`src/rtl/spi_slave_controller_pkg.sv`:
```
`default_nettype none
// ============================================================================
// Module   : spi_pkg
// Brief    : Shared constants, FSM state type and edge helper for the SPI target.
// Revision : 1.0  initial release
// ============================================================================
package spi_pkg;

    localparam int SPI_W = 8;

    // Mode 0: sample MOSI on the rising SCK edge, launch MISO on the falling one.
    localparam bit SAMPLE_ON_RISE = 1'b1;
    localparam bit SHIFT_ON_FALL  = 1'b1;

    typedef enum logic [1:0] {
        WAIT_DESEL = 2'd0,
        IDLE       = 2'd1,
        LOAD       = 2'd2,
        SHIFT      = 2'd3
    } spis_state_t;

    function automatic logic edge_up(input logic cur, input logic prev);
        return cur & ~prev;
    endfunction

endpackage
`default_nettype wire

```
`src/rtl/spi_slave_controller_if.sv`:
```
`default_nettype none
// ============================================================================
// Module   : spi_slave_controller_if
// Brief    : CPU strobe/status bus plus SPI pad signals of the SPI target.
// Revision : 1.0  initial release
// ============================================================================
interface spi_slave_controller_if;
    import spi_pkg::*;

    logic             wr;
    logic [SPI_W-1:0] din;
    logic             rd;
    logic [SPI_W-1:0] dout;
    logic             data_avail;
    logic             rx_full;
    logic             tx_empty;
    logic             tx_full;
    logic             overrun;
    logic             underrun;
    logic             clr_err;
    logic             busy;
    logic             spi_cs;
    logic             spi_sck;
    logic             spi_mosi;
    logic             spi_miso;
    logic             spi_miso_oe;

    modport slave (
        input  wr, din, rd, clr_err, spi_cs, spi_sck, spi_mosi,
        output dout, data_avail, rx_full, tx_empty, tx_full,
               overrun, underrun, busy, spi_miso, spi_miso_oe
    );

    modport master (
        output wr, din, rd, clr_err, spi_cs, spi_sck, spi_mosi,
        input  dout, data_avail, rx_full, tx_empty, tx_full,
               overrun, underrun, busy, spi_miso, spi_miso_oe
    );

endinterface
`default_nettype wire

```
`src/rtl/gh_fifo_sync_sr.sv`:
```
`default_nettype none
// ============================================================================
// Module   : gh_fifo_sync_sr
// Brief    : Single-clock show-ahead FIFO; push on full and pop on empty are ignored.
// Revision : 1.0  initial release
// ============================================================================
module gh_fifo_sync_sr #(
    parameter int add_width  = 4,
    parameter int data_width = 8
) (
    input  wire logic                  clk,
    input  wire logic                  rst,
    input  wire logic                  wr,
    input  wire logic                  rd,
    input  wire logic [data_width-1:0] d,
    output logic      [data_width-1:0] q,
    output logic                       empty,
    output logic                       full
);

    localparam int c_DEPTH = 2 ** add_width;

    logic [data_width-1:0] r_mem [c_DEPTH];
    logic [add_width:0]    r_wptr;
    logic [add_width:0]    r_rptr;
    logic                  w_wr_en;
    logic                  w_rd_en;

    assign w_wr_en = wr & ~full;
    assign w_rd_en = rd & ~empty;

    // Extra pointer bit distinguishes full from empty when the indices match.
    assign empty = (r_wptr == r_rptr);
    assign full  = (r_wptr[add_width] != r_rptr[add_width]) &&
                   (r_wptr[add_width-1:0] == r_rptr[add_width-1:0]);
    assign q     = r_mem[r_rptr[add_width-1:0]];

    always_ff @(posedge clk) begin
        if (rst) begin
            r_wptr <= '0;
            r_rptr <= '0;
        end else begin
            if (w_wr_en) r_wptr <= r_wptr + 1'b1;
            if (w_rd_en) r_rptr <= r_rptr + 1'b1;
        end
    end

    always_ff @(posedge clk) begin
        if (w_wr_en) r_mem[r_wptr[add_width-1:0]] <= d;
    end

endmodule
`default_nettype wire

```
`src/rtl/spi_slave_controller_shifter.sv`:
```
`default_nettype none
// ============================================================================
// Module   : spi_slave_shifter
// Brief    : Pin synchronizers, SCK/CS edge detect, framing FSM and shift registers.
// Revision : 1.0  initial release
// ============================================================================
module spi_slave_shifter
    import spi_pkg::*;
#(
    parameter logic [SPI_W-1:0] FILL_BYTE   = 8'hFF,
    parameter int               SYNC_STAGES = 2
) (
    input  wire logic             clk,
    input  wire logic             rst,
    input  wire logic             spi_cs,
    input  wire logic             spi_sck,
    input  wire logic             spi_mosi,
    input  wire logic             tx_avail,
    input  wire logic [SPI_W-1:0] tx_byte,
    output logic                  tx_pop,
    output logic      [SPI_W-1:0] rx_byte,
    output logic                  rx_valid,
    output logic                  underrun_evt,
    output logic                  busy,
    output logic                  spi_miso,
    output logic                  spi_miso_oe
);

    localparam int          c_CNT_W         = $clog2(SPI_W);
    localparam logic [1:0]  c_ST_WAIT_DESEL = WAIT_DESEL;
    localparam logic [1:0]  c_ST_IDLE       = IDLE;
    localparam logic [1:0]  c_ST_LOAD       = LOAD;
    localparam logic [1:0]  c_ST_SHIFT      = SHIFT;

    logic [SYNC_STAGES-1:0] r_sck_sync;
    logic [SYNC_STAGES-1:0] r_cs_sync;
    logic [SYNC_STAGES-1:0] r_mosi_sync;
    logic                   r_sck_d;
    logic                   r_cs_d;

    logic [1:0]             r_state;
    logic [c_CNT_W-1:0]     r_bit_cnt;
    logic [SPI_W-1:0]       r_rx_sh;
    logic [SPI_W-1:0]       r_tx_sh;
    logic [SPI_W-1:0]       r_rx_byte;
    logic                   r_rx_valid;
    logic                   r_miso;
    logic                   r_miso_oe;

    logic w_sck_s, w_cs_s, w_mosi_s;
    logic w_sck_rise, w_sck_fall, w_cs_fall, w_cs_rise;
    logic w_sample, w_launch;
    logic w_reload;
    logic [SPI_W-1:0] w_load_byte;

    // CS sync chain resets to "selected" so a frame already in progress is
    // never mistaken for a fresh select after reset.
    always_ff @(posedge clk) begin
        if (rst) begin
            r_sck_sync  <= '0;
            r_cs_sync   <= '0;
            r_mosi_sync <= '0;
            r_sck_d     <= 1'b0;
            r_cs_d      <= 1'b0;
        end else begin
            r_sck_sync  <= {r_sck_sync[SYNC_STAGES-2:0],  spi_sck};
            r_cs_sync   <= {r_cs_sync[SYNC_STAGES-2:0],   spi_cs};
            r_mosi_sync <= {r_mosi_sync[SYNC_STAGES-2:0], spi_mosi};
            r_sck_d     <= w_sck_s;
            r_cs_d      <= w_cs_s;
        end
    end

    assign w_sck_s    = r_sck_sync[SYNC_STAGES-1];
    assign w_cs_s     = r_cs_sync[SYNC_STAGES-1];
    assign w_mosi_s   = r_mosi_sync[SYNC_STAGES-1];
    assign w_sck_rise = edge_up(w_sck_s, r_sck_d);
    assign w_sck_fall = edge_up(r_sck_d, w_sck_s);
    assign w_cs_rise  = edge_up(w_cs_s, r_cs_d);
    assign w_cs_fall  = edge_up(r_cs_d, w_cs_s);
    assign w_sample   = SAMPLE_ON_RISE ? w_sck_rise : w_sck_fall;
    assign w_launch   = SHIFT_ON_FALL  ? w_sck_fall : w_sck_rise;

    // A new TX byte is taken at frame start and at every byte boundary.
    assign w_reload     = ~w_cs_rise &
                          ((r_state == c_ST_LOAD) ||
                           ((r_state == c_ST_SHIFT) && ~w_sample && w_launch && (r_bit_cnt == '0)));
    assign w_load_byte  = tx_avail ? tx_byte : FILL_BYTE;
    assign tx_pop       = w_reload & tx_avail;
    assign underrun_evt = w_reload & ~tx_avail;

    always_ff @(posedge clk) begin
        if (rst) begin
            r_state    <= c_ST_WAIT_DESEL;
            r_bit_cnt  <= '0;
            r_rx_sh    <= '0;
            r_tx_sh    <= '0;
            r_rx_byte  <= '0;
            r_rx_valid <= 1'b0;
            r_miso     <= 1'b0;
            r_miso_oe  <= 1'b0;
        end else begin
            r_rx_valid <= 1'b0;
            if (w_cs_rise && (r_state != c_ST_WAIT_DESEL)) begin
                r_state   <= c_ST_IDLE;
                r_bit_cnt <= '0;
                r_miso    <= 1'b0;
                r_miso_oe <= 1'b0;
            end else begin
                case (r_state)
                    c_ST_WAIT_DESEL: begin
                        if (w_cs_s) r_state <= c_ST_IDLE;
                    end
                    c_ST_IDLE: begin
                        if (w_cs_fall) r_state <= c_ST_LOAD;
                    end
                    c_ST_LOAD: begin
                        r_tx_sh   <= w_load_byte;
                        r_miso    <= w_load_byte[SPI_W-1];
                        r_miso_oe <= 1'b1;
                        r_bit_cnt <= '0;
                        r_state   <= c_ST_SHIFT;
                    end
                    c_ST_SHIFT: begin
                        if (w_sample) begin
                            r_rx_sh   <= {r_rx_sh[SPI_W-2:0], w_mosi_s};
                            r_bit_cnt <= r_bit_cnt + 1'b1;
                            if (r_bit_cnt == c_CNT_W'(SPI_W - 1)) begin
                                r_rx_byte  <= {r_rx_sh[SPI_W-2:0], w_mosi_s};
                                r_rx_valid <= 1'b1;
                            end
                        end else if (w_launch) begin
                            if (r_bit_cnt == '0) begin
                                r_tx_sh <= w_load_byte;
                                r_miso  <= w_load_byte[SPI_W-1];
                            end else begin
                                r_tx_sh <= {r_tx_sh[SPI_W-2:0], 1'b0};
                                r_miso  <= r_tx_sh[SPI_W-2];
                            end
                        end
                    end
                    default: r_state <= c_ST_WAIT_DESEL;
                endcase
            end
        end
    end

    assign rx_byte     = r_rx_byte;
    assign rx_valid    = r_rx_valid;
    assign spi_miso    = r_miso;
    assign spi_miso_oe = r_miso_oe;
    assign busy        = ~w_cs_s & ((r_state == c_ST_LOAD) || (r_state == c_ST_SHIFT));

endmodule
`default_nettype wire

```
`src/rtl/spi_slave_controller.sv`:
```
`default_nettype none
// ============================================================================
// Module   : spi_slave_controller
// Brief    : SPI mode-0 target with 16-deep RX/TX FIFOs and sticky error flags.
// Revision : 1.0  initial release
// ============================================================================
module spi_slave_controller
    import spi_pkg::*;
#(
    parameter int               FIFO_AW     = 4,
    parameter logic [SPI_W-1:0] FILL_BYTE   = 8'hFF,
    parameter int               SYNC_STAGES = 2
) (
    input  wire logic               clk,
    input  wire logic               rst,
    spi_slave_controller_if.slave   bus
);

    logic             w_rx_valid;
    logic [SPI_W-1:0] w_rx_byte;
    logic             w_rx_empty;
    logic             w_rx_full;
    logic [SPI_W-1:0] w_rx_q;
    logic             w_tx_pop;
    logic [SPI_W-1:0] w_tx_q;
    logic             w_tx_empty;
    logic             w_tx_full;
    logic             w_underrun_evt;
    logic             w_overrun_evt;
    logic             w_rd_ok;

    logic [SPI_W-1:0] r_dout;
    logic             r_overrun;
    logic             r_underrun;

    spi_slave_shifter #(
        .FILL_BYTE   (FILL_BYTE),
        .SYNC_STAGES (SYNC_STAGES)
    ) u_shifter (
        .clk          (clk),
        .rst          (rst),
        .spi_cs       (bus.spi_cs),
        .spi_sck      (bus.spi_sck),
        .spi_mosi     (bus.spi_mosi),
        .tx_avail     (~w_tx_empty),
        .tx_byte      (w_tx_q),
        .tx_pop       (w_tx_pop),
        .rx_byte      (w_rx_byte),
        .rx_valid     (w_rx_valid),
        .underrun_evt (w_underrun_evt),
        .busy         (bus.busy),
        .spi_miso     (bus.spi_miso),
        .spi_miso_oe  (bus.spi_miso_oe)
    );

    gh_fifo_sync_sr #(
        .add_width  (FIFO_AW),
        .data_width (SPI_W)
    ) u_rx_fifo (
        .clk   (clk),
        .rst   (rst),
        .wr    (w_rx_valid),
        .rd    (bus.rd),
        .d     (w_rx_byte),
        .q     (w_rx_q),
        .empty (w_rx_empty),
        .full  (w_rx_full)
    );

    gh_fifo_sync_sr #(
        .add_width  (FIFO_AW),
        .data_width (SPI_W)
    ) u_tx_fifo (
        .clk   (clk),
        .rst   (rst),
        .wr    (bus.wr),
        .rd    (w_tx_pop),
        .d     (bus.din),
        .q     (w_tx_q),
        .empty (w_tx_empty),
        .full  (w_tx_full)
    );

    // A byte arriving on a full RX FIFO is dropped even if a pop lands the same clk.
    assign w_overrun_evt = w_rx_valid & w_rx_full;
    assign w_rd_ok       = bus.rd & ~w_rx_empty;

    always_ff @(posedge clk) begin
        if (rst) begin
            r_dout     <= '0;
            r_overrun  <= 1'b0;
            r_underrun <= 1'b0;
        end else begin
            if (w_rd_ok) r_dout <= w_rx_q;
            if (w_overrun_evt)     r_overrun <= 1'b1;
            else if (bus.clr_err)  r_overrun <= 1'b0;
            if (w_underrun_evt)    r_underrun <= 1'b1;
            else if (bus.clr_err)  r_underrun <= 1'b0;
        end
    end

    assign bus.dout       = r_dout;
    assign bus.data_avail = ~w_rx_empty;
    assign bus.rx_full    = w_rx_full;
    assign bus.tx_empty   = w_tx_empty;
    assign bus.tx_full    = w_tx_full;
    assign bus.overrun    = r_overrun;
    assign bus.underrun   = r_underrun;

endmodule
`default_nettype wire
```
`src/flat_wrapper.sv`:
```
// flat-port wrapper written by rule: the top's interface ports become plain ports
module spi_slave_controller_flat import spi_pkg::*;
#(
    parameter int               FIFO_AW     = 4,
    parameter logic [SPI_W-1:0] FILL_BYTE   = 8'hFF,
    parameter int               SYNC_STAGES = 2
)
  (clk, rst, bus_wr, bus_din, bus_rd, bus_clr_err, bus_spi_cs, bus_spi_sck, bus_spi_mosi, bus_dout, bus_data_avail, bus_rx_full, bus_tx_empty, bus_tx_full, bus_overrun, bus_underrun, bus_busy, bus_spi_miso, bus_spi_miso_oe);
  spi_slave_controller_if bus_i ();
  input  wire logic clk;
  input  wire logic rst;
  input wire logic [$bits(bus_i.wr)-1:0] bus_wr;
  input wire logic [$bits(bus_i.din)-1:0] bus_din;
  input wire logic [$bits(bus_i.rd)-1:0] bus_rd;
  input wire logic [$bits(bus_i.clr_err)-1:0] bus_clr_err;
  input wire logic [$bits(bus_i.spi_cs)-1:0] bus_spi_cs;
  input wire logic [$bits(bus_i.spi_sck)-1:0] bus_spi_sck;
  input wire logic [$bits(bus_i.spi_mosi)-1:0] bus_spi_mosi;
  output wire logic [$bits(bus_i.dout)-1:0] bus_dout;
  output wire logic [$bits(bus_i.data_avail)-1:0] bus_data_avail;
  output wire logic [$bits(bus_i.rx_full)-1:0] bus_rx_full;
  output wire logic [$bits(bus_i.tx_empty)-1:0] bus_tx_empty;
  output wire logic [$bits(bus_i.tx_full)-1:0] bus_tx_full;
  output wire logic [$bits(bus_i.overrun)-1:0] bus_overrun;
  output wire logic [$bits(bus_i.underrun)-1:0] bus_underrun;
  output wire logic [$bits(bus_i.busy)-1:0] bus_busy;
  output wire logic [$bits(bus_i.spi_miso)-1:0] bus_spi_miso;
  output wire logic [$bits(bus_i.spi_miso_oe)-1:0] bus_spi_miso_oe;
  assign bus_i.wr = bus_wr;
  assign bus_i.din = bus_din;
  assign bus_i.rd = bus_rd;
  assign bus_i.clr_err = bus_clr_err;
  assign bus_i.spi_cs = bus_spi_cs;
  assign bus_i.spi_sck = bus_spi_sck;
  assign bus_i.spi_mosi = bus_spi_mosi;
  assign bus_dout = bus_i.dout;
  assign bus_data_avail = bus_i.data_avail;
  assign bus_rx_full = bus_i.rx_full;
  assign bus_tx_empty = bus_i.tx_empty;
  assign bus_tx_full = bus_i.tx_full;
  assign bus_overrun = bus_i.overrun;
  assign bus_underrun = bus_i.underrun;
  assign bus_busy = bus_i.busy;
  assign bus_spi_miso = bus_i.spi_miso;
  assign bus_spi_miso_oe = bus_i.spi_miso_oe;
  spi_slave_controller #(.FIFO_AW(FIFO_AW), .FILL_BYTE(FILL_BYTE), .SYNC_STAGES(SYNC_STAGES)) u_core (.clk(clk), .rst(rst), .bus(bus_i));
endmodule
```
`config.mk`:
```
export PLATFORM = sky130hd
export DESIGN_NAME = spi_slave_controller_flat
export DESIGN_NICKNAME = d
export VERILOG_FILES = /design/src/rtl/spi_slave_controller_pkg.sv /design/src/rtl/spi_slave_controller_if.sv /design/src/rtl/gh_fifo_sync_sr.sv /design/src/rtl/spi_slave_controller_shifter.sv /design/src/rtl/spi_slave_controller.sv /design/src/flat_wrapper.sv
export SDC_FILE = /design/constraint.sdc
export NUM_CORES = 1
export LEC_CHECK = 0
export BUFFER_PORTS_ARGS = -buffer_cell sky130_fd_sc_hd__buf_2
export CAP_MARGIN = 20
export CORE_UTILIZATION = 60
export CTS_CLUSTER_SIZE = 24
export DETAILED_ROUTE_END_ITERATION = 10
export GPL_TIMING_DRIVEN = 0
export PLACE_DENSITY = 0.77
export SYNTH_ARGS = -nofsm -noshare
export SYNTH_HDL_FRONTEND = slang
export SYNTH_HIERARCHICAL = 1
export SYNTH_SLANG_ARGS = --single-unit
export TNS_END_PERCENT = 1
```
`constraint.sdc`:
```
create_clock -name clk -period 3 [get_ports clk]
set_input_delay 0.15 -clock clk [delete_from_list [all_inputs] [get_ports clk]]
set_output_delay 0.15 -clock clk [all_outputs]
set_load 0.01 [all_outputs]
```
==> impl_metrics.env <==
export IMPL_synth_simple_gate_area_frac=0.0753
export IMPL_synth_edf_count=256
export IMPL_netlist_area_um2=13800
export IMPL_synth_area_per_cell_um2=17.4
export IMPL_syn_nets=830
export IMPL_place_congestion=0.885
export IMPL_drive_above_1_share=0.156
export IMPL_muxShareOfSynthArea=0.169
export IMPL_p_total_mw=9.71
export IMPL_cts_buffers=34
export IMPL_skew_ns=0.0187
export IMPL_antenna_cells=0
export IMPL_antenna_found_initial=0
export IMPL_overflow=0
export IMPL_pwr_density_cell_nw_per_um2=626
export IMPL_synth_flop_cell="edfxtp_1"
export IMPL_synth_top_cell_area_share=0.556
export IMPL_yosysUniqueCellTypes=51
export IMPL_clk_latency_ns=0.52
export IMPL_synthTopCellsByArea="edfxtp_1, mux4_1, dfxtp_1"
export IMPL_fp_dieH_um=154
export IMPL_fin_crit_ns=2.53
export IMPL_ys_seq_elements=332
export IMPL_reg2reg_setup_slack_ns=0.47
export IMPL_rsz0062_at_grt="false"
export IMPL_clk_pin_slew_ns=0.06
export IMPL_async_reset_ff_frac=0
export IMPL_ant_nets=0
export IMPL_critPathKind="flip-flop to flip-flop"
export IMPL_worst_hold_path_type="input pin to flip-flop"
export IMPL_drc=0
export IMPL_initial_core_util=0.611
export IMPL_drt_first_pass_iters=5
export IMPL_outcome="finished clean"
export IMPL_fin_nets=904
export IMPL_die_area_um2=23700
export IMPL_min_delay_start="bus_din[1]"
export IMPL_ff2ff_path_depth=6
export IMPL_die_x_um=154
export IMPL_hold_viol_final=0
export IMPL_ctsRootBufferMaster="clkbuf_16"
export IMPL_critPathMaxFanout=10
export IMPL_cts_resized=0
export IMPL_slew_headroom=0.298
export IMPL_area_growth_syn_to_layout_pct=12.2
export IMPL_cap_violations=0
export IMPL_tritoncts="yes"
export IMPL_grt_max_degree=23
export IMPL_synth_top_cells_by_count="edfxtp_1, dfxtp_1, mux4_1, nor2_1, and3_1"
export IMPL_routed_wl_um=27100
export IMPL_hpwl_um=17700
export IMPL_tns_ns=0
export IMPL_cp_end_kind="flip-flop"
export IMPL_yosysSeqAreaShare=0.666
export IMPL_rows=55
export IMPL_top_level_ports=33
export IMPL_htree_levels=2
export IMPL_utilization=0.685
export IMPL_numPortBuffers=32
export IMPL_synth_xor_area_frac=0.00760
export IMPL_clk_path_buf_depth=3
export IMPL_core_area_um2=22600
export IMPL_grt_util_all_layers=0.238
export IMPL_synth_compound_area_frac=0.0426
export IMPL_peakVddDrop_mv=0.489
export IMPL_yosysWarnings=6
export IMPL_first_iter_violations=690
export IMPL_synth_most_common_cell="edfxtp_1"
export IMPL_wl_per_cell_um=23.0
export IMPL_vias=7450
export IMPL_synth_fa_ha_area_frac=0.0163
export IMPL_whs_path_depth=1
export IMPL_yosysTopAreaCell="edfxtp_1"
export IMPL_grt_pass1_wl_um=42100
export IMPL_critPathArrivalTime_ns=2.91
export IMPL_fin_crit_sh=0.843
export IMPL_clock_sinks=332
export IMPL_grt_pass1_vias=7580
export IMPL_setup_viol=0
export IMPL_start_kind="flip-flop"
export IMPL_critical_path_required_ns=3.38
export IMPL_vias_per_cell=6.31
export IMPL_synthCells=796
export IMPL_worst_pin_slew_ns=1.05
export IMPL_hold_end="u_core/u_tx_fifo/r_mem[15][1]$_DFFE_PP_"
export IMPL_power_static_leakage_nw=5.34
export IMPL_synth_top_family_by_area="multiplexers"
export IMPL_r2r_end="u_core/u_shifter/spi_miso$_SDFFE_PP0P_"
export IMPL_drv_slew=0
export IMPL_fmax_mhz=395
==> worst max-delay path by stage <==
stage                                                   to  slack [ns]                                    start
floorplan                                        flip-flop        0.89  u_core/u_tx_fifo/r_wptr[4]$_SDFFE_PP0P_
global placement    u_core/u_shifter/spi_miso$_SDFFE_PP0P_        0.54                                flip-flop
detailed placement  u_core/u_shifter/spi_miso$_SDFFE_PP0P_        0.51                                flip-flop
CTS                 u_core/u_shifter/spi_miso$_SDFFE_PP0P_        0.48                                flip-flop
global route                                     flip-flop        0.33  u_core/u_tx_fifo/r_wptr[4]$_SDFFE_PP0P_
finish              u_core/u_shifter/spi_miso$_SDFFE_PP0P_        0.47                                flip-flop
==> critical path, cell delays in order, from the launching register on <==
cell and delay (ns):
dfxtp_1 0.42, buf_1 0.50, mux4_1 0.42, mux4_2 0.49
nand2b_1 0.21, mux2i_1 0.24, a211oi_1 0.11
==> layer usage <==
metal,GRT usage,share of wire,vias to the layer above
li1,-,-,3358
met1,0.278,0.38,3761
met2,0.440,0.54,258
met3,0.0347,0.046,73
met4,0.0976,0.033,0
met5,0,0,-
==> cells in the final DEF, fill, tap and decap left out, drive strengths merged, types with 2 or more instances in the layout <==
cell	instances
xnor2	10
dfxtp	76
clkbuf	54
clkinv	15
edfxtp	256
mux2	15
nand4	12
nand4bb	9
a21oi	36
a211oi	7
o2111ai	2
nand3	14
o211ai	2
ha	18
bufinv	3
mux2i	13
and2	2
and4	2
nor2b	15
nor2	43
inv	22
dlygate4sd3	5
o31ai	2
nand2b	14
nand3b	4
buf	59
nand2	25
and3	38
a311o	8
o21ai	14
xor2	2
a21boi	4
mux4	80
a2bb2oi	6
==> registers in the layout (all words and copies together) (netlist names), 3 cells and up, named ones only <==
| name | cells |
|---|---|
| u_core/u_rx_fifo/r_mem | 128 |
| u_core/u_tx_fifo/r_mem | 128 |
| u_core/bus.dout | 8 |
| u_core/u_shifter/rx_byte | 8 |
| u_core/u_shifter/r_rx_sh | 7 |
| u_core/u_shifter/r_tx_sh | 7 |
| u_core/u_rx_fifo/r_rptr | 5 |
| u_core/u_rx_fifo/r_wptr | 5 |
| u_core/u_tx_fifo/r_rptr | 5 |
| u_core/u_tx_fifo/r_wptr | 5 |
| u_core/u_shifter/r_bit_cnt | 3 |
==> logic make-up after synthesis <==
family,count (synthesis)
compound gates,85
xor+xnor,12
fa+ha+maj,18
buf+inv,59
flops,332
mux,108
simple gates,182
==> per-stage QoR <==
| step | instance area [µm²] | worst slack, ns | hold WS, ns | instances |
|---|---|---|---|---|
| floorplan | 13800 | 0.889 | 0.249 | 796 |
| global placement | 14400 | 0.536 | 0.358 | 1113 |
| detailed placement | 14400 | 0.512 | 0.375 | 1113 |
| CTS | 15500 | 0.485 | 0.00901 | 1180 |
| global route | 15500 | 0.335 | 0.0234 | 1181 |
| finish | 15500 | 0.471 | 0.0236 | 1181 |
==> area by class of cell <==
cell class              instances  area, µm²
repair buffers                 38        218
clock inverters                17        151
inverters                      24       90.1
flip-flops and latches        332       9210
plain buffers                  35        235
fillers                      1409       7120
multi-input cells             405       4300
well taps                     285        357
clock buffers                  45        956
==> power breakdown <==
part	internal (mW)	switching [mW]	leakage [nW]	total, mW
clock	2.50	1.66	0.538	4.16
combinational	0.248	0.300	1.85	0.549
sequential	4.97	0.0331	2.96	5.00
total	7.72	1.99	5.34	9.71
==> repair_timing <==
item,4_1_cts,5_1_grt
buffers inserted,0,0
hold endpoints to repair,6,0
hold buffers,5,0
(Power assumes the default switching activity.)
